--- config.mk ---
export PLATFORM = sky130hd
export DESIGN_NAME = lcd_fb_prefetch_ctrl
export DESIGN_NICKNAME = d
export VERILOG_FILES = /design/src/rtl/lcd_fb_prefetch_ctrl.sv
export SDC_FILE = /design/constraint.sdc
export NUM_CORES = 1
export LEC_CHECK = 0
export CAP_MARGIN = 20
export CORE_MARGIN = 2
export CORE_UTILIZATION = 57
export DETAILED_ROUTE_END_ITERATION = 10
export GPL_ROUTABILITY_DRIVEN = 0
export PLACE_DENSITY = 0.84
export RECOVER_POWER = 25
export REMOVE_ABC_BUFFERS = 1
export SETUP_SLACK_MARGIN = 0.05
export SLEW_MARGIN = 10
export SYNTH_ARGS = -nofsm -noshare
export SYNTH_HDL_FRONTEND = slang
export SYNTH_SLANG_ARGS = --single-unit
--- constraint.sdc ---
create_clock -name pclk -period 7.82 [get_ports pclk]
set_input_delay 1.173 -clock pclk [delete_from_list [all_inputs] [get_ports pclk]]
set_output_delay 1.173 -clock pclk [all_outputs]
set_load 0.01 [all_outputs]
--- src/rtl/lcd_fb_prefetch_ctrl.sv ---
// ---------------------------------------------------------------------------
// lcd_fb_prefetch_ctrl
// Schedules burst reads from the frame buffer into the LCD line FIFO. It
// walks the frame line by line in bursts of up to BURST_LEN pixels. It only
// asks for a burst when the whole burst fits in the FIFO. Every lcd_vs
// rising edge restarts the walk from the frame origin. A sticky flag records
// whether the display ever read from an empty FIFO.
//
// Ports
//   pclk, rst            pixel clock, async active-high reset
//   h_disp, v_disp       active pixels/lines, captured at frame restart
//   lcd_vs, lcd_de       sync / data-enable from the LCD timing driver
//   buf_level            current line FIFO fill in pixels
//   rd_req/addr/len      burst request towards the memory arbiter
//   rd_ack, rd_done      request accepted / burst fully written to FIFO
//   buf_flush            one-cycle FIFO clear at frame restart
//   frame_start          one-cycle pulse at frame restart
//   busy                 walking a frame (not IDLE / DONE)
//   underrun             sticky: display read an empty FIFO
// ---------------------------------------------------------------------------
module lcd_fb_prefetch_ctrl #(
    parameter int                ADDR_W      = 24,
    parameter logic [ADDR_W-1:0] FB_BASE     = '0,
    parameter int                LINE_STRIDE = 2048,
    parameter int                BURST_LEN   = 64,
    parameter int                BUF_DEPTH   = 1024
) (
    input  logic              pclk,
    input  logic              rst,
    input  logic [10:0]       h_disp,
    input  logic [10:0]       v_disp,
    input  logic              lcd_vs,
    input  logic              lcd_de,
    input  logic [11:0]       buf_level,
    output logic              rd_req,
    output logic [ADDR_W-1:0] rd_addr,
    output logic [7:0]        rd_len,
    input  logic              rd_ack,
    input  logic              rd_done,
    output logic              buf_flush,
    output logic              frame_start,
    output logic              busy,
    output logic              underrun
);

    // state | meaning
    // IDLE  | out of reset, waiting for the first vs edge
    // FLUSH | clear FIFO, capture frame geometry
    // ARM   | size next burst, wait for FIFO room
    // REQ   | rd_req held until rd_ack
    // WAIT  | burst in flight, waiting for rd_done
    // DONE  | frame fully fetched, waiting for vs edge
    typedef enum logic [2:0] {
        S_IDLE, S_FLUSH, S_ARM, S_REQ, S_WAIT, S_DONE
    } state_t;

    localparam logic [10:0]       BURST_11  = BURST_LEN[10:0];
    localparam logic [7:0]        BURST_8   = BURST_LEN[7:0];
    localparam logic [12:0]       DEPTH_13  = BUF_DEPTH[12:0];
    localparam logic [ADDR_W-1:0] STRIDE_AW = LINE_STRIDE[ADDR_W-1:0];

    state_t              state_q, state_d;
    logic                vs_q;
    logic [10:0]         h_l_q, h_l_d, v_l_q, v_l_d;
    logic [10:0]         line_q, line_d, pix_q, pix_d;
    logic [ADDR_W-1:0]   addr_q, addr_d;
    logic [7:0]          len_q, len_d;
    logic                pend_q, pend_d;
    logic                rd_req_q, rd_req_d;
    logic [ADDR_W-1:0]   rd_addr_q, rd_addr_d;
    logic [7:0]          rd_len_q, rd_len_d;
    logic                buf_flush_q, buf_flush_d;
    logic                frame_start_q, frame_start_d;
    logic                busy_q, busy_d;
    logic                underrun_q, underrun_d;

    logic                vs_edge;
    logic                go_flush;
    logic [10:0]         rem;
    logic [7:0]          len_c;
    logic                space_ok;
    logic [10:0]         pix_sum;
    logic [10:0]         line_inc;

    assign vs_edge  = lcd_vs & ~vs_q;
    assign rem      = h_l_q - pix_q;
    assign len_c    = (rem > BURST_11) ? BURST_8 : rem[7:0];
    // 13 bits so a full FIFO plus a maximum burst cannot wrap
    assign space_ok = ({1'b0, buf_level} + {5'b0, len_c}) <= DEPTH_13;
    assign pix_sum  = pix_q + {3'b0, len_q};
    assign line_inc = line_q + 11'd1;

    always_comb begin
        state_d       = state_q;
        h_l_d         = h_l_q;
        v_l_d         = v_l_q;
        line_d        = line_q;
        pix_d         = pix_q;
        addr_d        = addr_q;
        len_d         = len_q;
        pend_d        = pend_q;
        rd_req_d      = rd_req_q;
        rd_addr_d     = rd_addr_q;
        rd_len_d      = rd_len_q;
        buf_flush_d   = 1'b0;
        frame_start_d = 1'b0;
        go_flush      = 1'b0;

        case (state_q)
            S_IDLE, S_DONE: begin
                if (vs_edge) go_flush = 1'b1;
            end
            S_FLUSH: begin
                h_l_d   = h_disp;
                v_l_d   = v_disp;
                line_d  = '0;
                pix_d   = '0;
                addr_d  = FB_BASE;
                pend_d  = 1'b0;
                state_d = (h_disp == '0 || v_disp == '0) ? S_DONE : S_ARM;
            end
            S_ARM: begin
                if (vs_edge) begin
                    go_flush = 1'b1;
                end else if (space_ok) begin
                    state_d   = S_REQ;
                    len_d     = len_c;
                    rd_req_d  = 1'b1;
                    rd_addr_d = addr_q + {{(ADDR_W-11){1'b0}}, pix_q};
                    rd_len_d  = len_c;
                end
            end
            S_REQ: begin
                // An accepted burst must complete, so a coincident vs edge
                // is deferred until its rd_done.
                if (rd_ack) begin
                    rd_req_d = 1'b0;
                    state_d  = S_WAIT;
                    if (vs_edge) pend_d = 1'b1;
                end else if (vs_edge) begin
                    rd_req_d = 1'b0;
                    go_flush = 1'b1;
                end
            end
            S_WAIT: begin
                if (vs_edge) pend_d = 1'b1;
                if (rd_done) begin
                    if (pend_q || vs_edge) begin
                        pend_d   = 1'b0;
                        go_flush = 1'b1;
                    end else if (pix_sum >= h_l_q) begin
                        pix_d   = '0;
                        line_d  = line_inc;
                        addr_d  = addr_q + STRIDE_AW;
                        state_d = (line_inc == v_l_q) ? S_DONE : S_ARM;
                    end else begin
                        pix_d   = pix_sum;
                        state_d = S_ARM;
                    end
                end
            end
            default: state_d = S_IDLE;
        endcase

        if (go_flush) begin
            state_d       = S_FLUSH;
            buf_flush_d   = 1'b1;
            frame_start_d = 1'b1;
        end

        busy_d = !(state_d == S_IDLE || state_d == S_DONE);

        // Clear in FLUSH takes priority over a same-cycle set.
        underrun_d = underrun_q;
        if (state_q == S_FLUSH)
            underrun_d = 1'b0;
        else if (lcd_de && buf_level == '0 && state_q != S_IDLE)
            underrun_d = 1'b1;
    end

    always_ff @(posedge pclk or posedge rst) begin
        if (rst) begin
            state_q       <= S_IDLE;
            vs_q          <= 1'b0;
            h_l_q         <= '0;
            v_l_q         <= '0;
            line_q        <= '0;
            pix_q         <= '0;
            addr_q        <= '0;
            len_q         <= '0;
            pend_q        <= 1'b0;
            rd_req_q      <= 1'b0;
            rd_addr_q     <= '0;
            rd_len_q      <= '0;
            buf_flush_q   <= 1'b0;
            frame_start_q <= 1'b0;
            busy_q        <= 1'b0;
            underrun_q    <= 1'b0;
        end else begin
            state_q       <= state_d;
            vs_q          <= lcd_vs;
            h_l_q         <= h_l_d;
            v_l_q         <= v_l_d;
            line_q        <= line_d;
            pix_q         <= pix_d;
            addr_q        <= addr_d;
            len_q         <= len_d;
            pend_q        <= pend_d;
            rd_req_q      <= rd_req_d;
            rd_addr_q     <= rd_addr_d;
            rd_len_q      <= rd_len_d;
            buf_flush_q   <= buf_flush_d;
            frame_start_q <= frame_start_d;
            busy_q        <= busy_d;
            underrun_q    <= underrun_d;
        end
    end

    assign rd_req      = rd_req_q;
    assign rd_addr     = rd_addr_q;
    assign rd_len      = rd_len_q;
    assign buf_flush   = buf_flush_q;
    assign frame_start = frame_start_q;
    assign busy        = busy_q;
    assign underrun    = underrun_q;

endmodule

==> metrics.txt <==
status complete, but fails checks; failing checks capacitance limit, slew limit; Total Routed Length 15600 um; Sequential Area around 2500 um2; post-synth top area share 38.9%; drt pass-1 iters 5; crit path DAT roughly 6.6 ns; final instance area 7320 um2; DP Area about 7200 um2; FF-to-FF setup slack between 1.5 and 2 ns; Synth Register Bits around 100; Num Clock Sinks 98; total number of vias ~5500; DRC Markers 0; CTS tree done; area growth from synthesis to layout 16.1%; commonest cells in the netlist 98 x dfrtp_1, 79 x nand2_1, 39 x ha_1, 38 x o21ai_0, 36 x inv_1; worst hold slack just under 0.5 ns; Num CTS Buffers 9; CTS H-tree lvls 3; Multi-input gate area around 3600 um2; share of flip-flops with an asynchronous set or reset 100%; final setup TNS 0 ns; initial DRC count 301; crit path max fanout 26; Seq/Total Area, Yosys roughly 40%; total power draw between 2 and 2.5 mW; post-route ant nets 0; critical path class flip-flop to flip-flop; Cell Pwr Density around 270 nW/um2; period utilisation layout 80.7%; top cells by area, synth dfrtp_1 39%, ha_1 7.7%, nand2_1 4.7%; CP Launch Type flip-flop; pin count of the biggest net entering global routing slightly above 80; RSZ-0062 raised after global routing no; Max Cap Viol 1; root buf cell clkbuf_8; EDFF count, synth 0; CTS clk-pin slew, worst paths ~0.1 ns; initial antenna violation count 0; count of different cell masters after synthesis between 60 and 70; die width 109 um; hold wc startpoint rd_addr[6]$_DFFE_PP0P_; Hold-fix buffers, CTS 0; Ys Warns 0; layout cells sized above 1 just under 5%; WHS Path Cells 1; diodes inserted 0; leading area contributor after synthesis dfrtp_1; worst reg2reg path depth 21; Pleak 3.25 nW; die area ~12000 um2; Final Slew Violations 68; DR WL/cell around 18 um; row count 38; first-pass GRT wire length 25700 um; fin crit period 6.31 ns; Post-CTS Setup Bufs 0; worst skew pair latency between 0.3 and 0.4 ns; Post-Syn Area 6310 um2; nature of the critical path endpoint flip-flop; Via density 6.23; clock buffer depth 2; Min-Delay Path Class flip-flop to flip-flop; final net count 827; layout filler cell count roughly 860; achievable clock frequency between 150 and 200 MHz; vias in the first global route around 5500; Detailed Place HPWL 11400 um; post_cts resized 0; Final setup viols 0; I/O pin total 77; DIE HEIGHT ~110 um; top_reg_cell synth dfrtp_1; GRT Residual Overflow 0; FF-to-FF End rd_addr[17]$_DFFE_PP0P_; WP data required slightly above 8 ns; IR Drop Worst-Case VDD ~130 uV; area of the core roughly 11000 um2; syn_area_per_cell ~9.3 um2; I/O Buffers 76; Critical R2R Launch h_l_q[0]$_DFFE_PP0P_; hold-critical path endpoint rd_addr[6]$_DFFE_PP0P_; final hold violations 0; cell count after synthesis between 600 and 700; Worst-Margin Slew 3.46 ns; Initial Util roughly three fifths; top-count cell post-synth dfrtp_1; Fin Clk Skew between 0.01 and 0.015 ns; relative slew slack -131%; GRT Total Usage between 20% and 30%
==> layer usage <==
| metal | GRT usage, % | vias up | share of wire, % |
|---|---|---|---|
| li1 | - | 2624 | - |
| met4 | 11.1 | 0 | 3.4 |
| met5 | 0 | - | 0 |
| met1 | 32.7 | 2685 | 42 |
| met2 | 48.6 | 177 | 50 |
| met3 | 5.56 | 50 | 4.5 |
==> metrics by stage <==
| step | util, % | setup slack (ns) | std cells |
|---|---|---|---|
| 2_1_floorplan | - | 1.99 | 653 |
| 3_3_place_gp | 66.0 | 1.86 | 873 |
| 3_5_place_dp | 66.0 | 1.65 | 873 |
| 4_1_cts | 67.6 | 1.55 | 888 |
| 5_1_grt | 67.6 | 1.05 | 889 |
| 6_report | 67.6 | 1.51 | 889 |
==> registers in the layout (all words and copies together), names as in the netlist <==
register / cells
h_l_q: 11
state_q: 3
pend_q: 1
pix_q: 11
line_q: 11
frame_start: 1
busy: 1
addr_q: 13
rd_len: 8
rd_addr: 24
rd_req: 1
vs_q: 1
underrun: 1
v_l_q: 11
==> area by class of cell <==
class	count	area share [%]
clock buffers	9	1.69
clock inverters	6	0.700
inverters	36	1.86
multi-input cells	519	49.1
flip-flops and latches	98	33.5
well taps	140	2.39
repair buffers	81	10.7
==> cells by family after synthesis <==
| kind of cell | synth area share [%] |
|---|---|
| AOI/OAI and AO/OA | 20.2 |
| DFF | 38.9 |
| and+or+nand+nor | 18.8 |
| other | 0.0594 |
| buffers and inverters | 4.18 |
| muxes | 5.71 |
| xor gates and xnor gates | 3.47 |
| adders and majority gates | 8.69 |
==> placed cells by master, fill, tap and decap left out, drive strengths merged, types with 11 or more instances in the layout <==
cell type,instances
ha,39
or4,15
nand2b,11
nor4,13
dfrtp,98
nor2b,12
nor3,14
nor2,35
clkdlybuf4s50,74
o21ai,39
xnor2,16
nand2,79
a21oi,33
o31ai,13
mux2,29
a21o,13
nand3,23
clkbuf,12
inv,38
==> worst max-delay path: stages, from the launching register on <==
cell       delay (ns)
dfrtp_1          0.39
inv_1            0.07
ha_1             0.16
inv_1            0.05
fa_1             0.42
a211oi_1         0.31
nor2_1           0.13
o31ai_1          0.37
nor2_1           0.09
o211a_1          0.23
o311ai_1         0.70
nor2_1           0.09
ha_1             0.23
fa_1             0.43
and3_1           0.21
o2111ai_1        0.21
o2bb2ai_1        0.23
mux2_4           0.35
a2111oi_4        0.57
o21a_1           0.18
buf_4            0.36
mux2_2           0.39
==> power by group <==
part / leakage [nW] / switching (mW) / internal (mW)
logic: 1.86 / 0.587 / 0.414
clock network: 0.0803 / 0.194 / 0.118
registers: 1.31 / 0.0932 / 0.607
total: 3.25 / 0.874 / 1.14
==> worst max path at each step <==
stage	end	cells past startpoint	startpoint	slack (ns)
floorplan	rd_addr[17]$_DFFE_PP0P_	20	h_l_q[0]$_DFFE_PP0P_	1.99
global placement	rd_addr[22]$_DFFE_PP0P_	21	h_l_q[0]$_DFFE_PP0P_	1.86
detailed placement	rd_addr[21]$_DFFE_PP0P_	21	h_l_q[0]$_DFFE_PP0P_	1.65
CTS	rd_addr[21]$_DFFE_PP0P_	21	h_l_q[0]$_DFFE_PP0P_	1.55
global route	v_l_q[10]$_DFFE_PP0P_	4	rst	1.05
finish	rd_addr[17]$_DFFE_PP0P_	21	h_l_q[0]$_DFFE_PP0P_	1.51
Note: power is estimated with default switching activity, not from simulation.
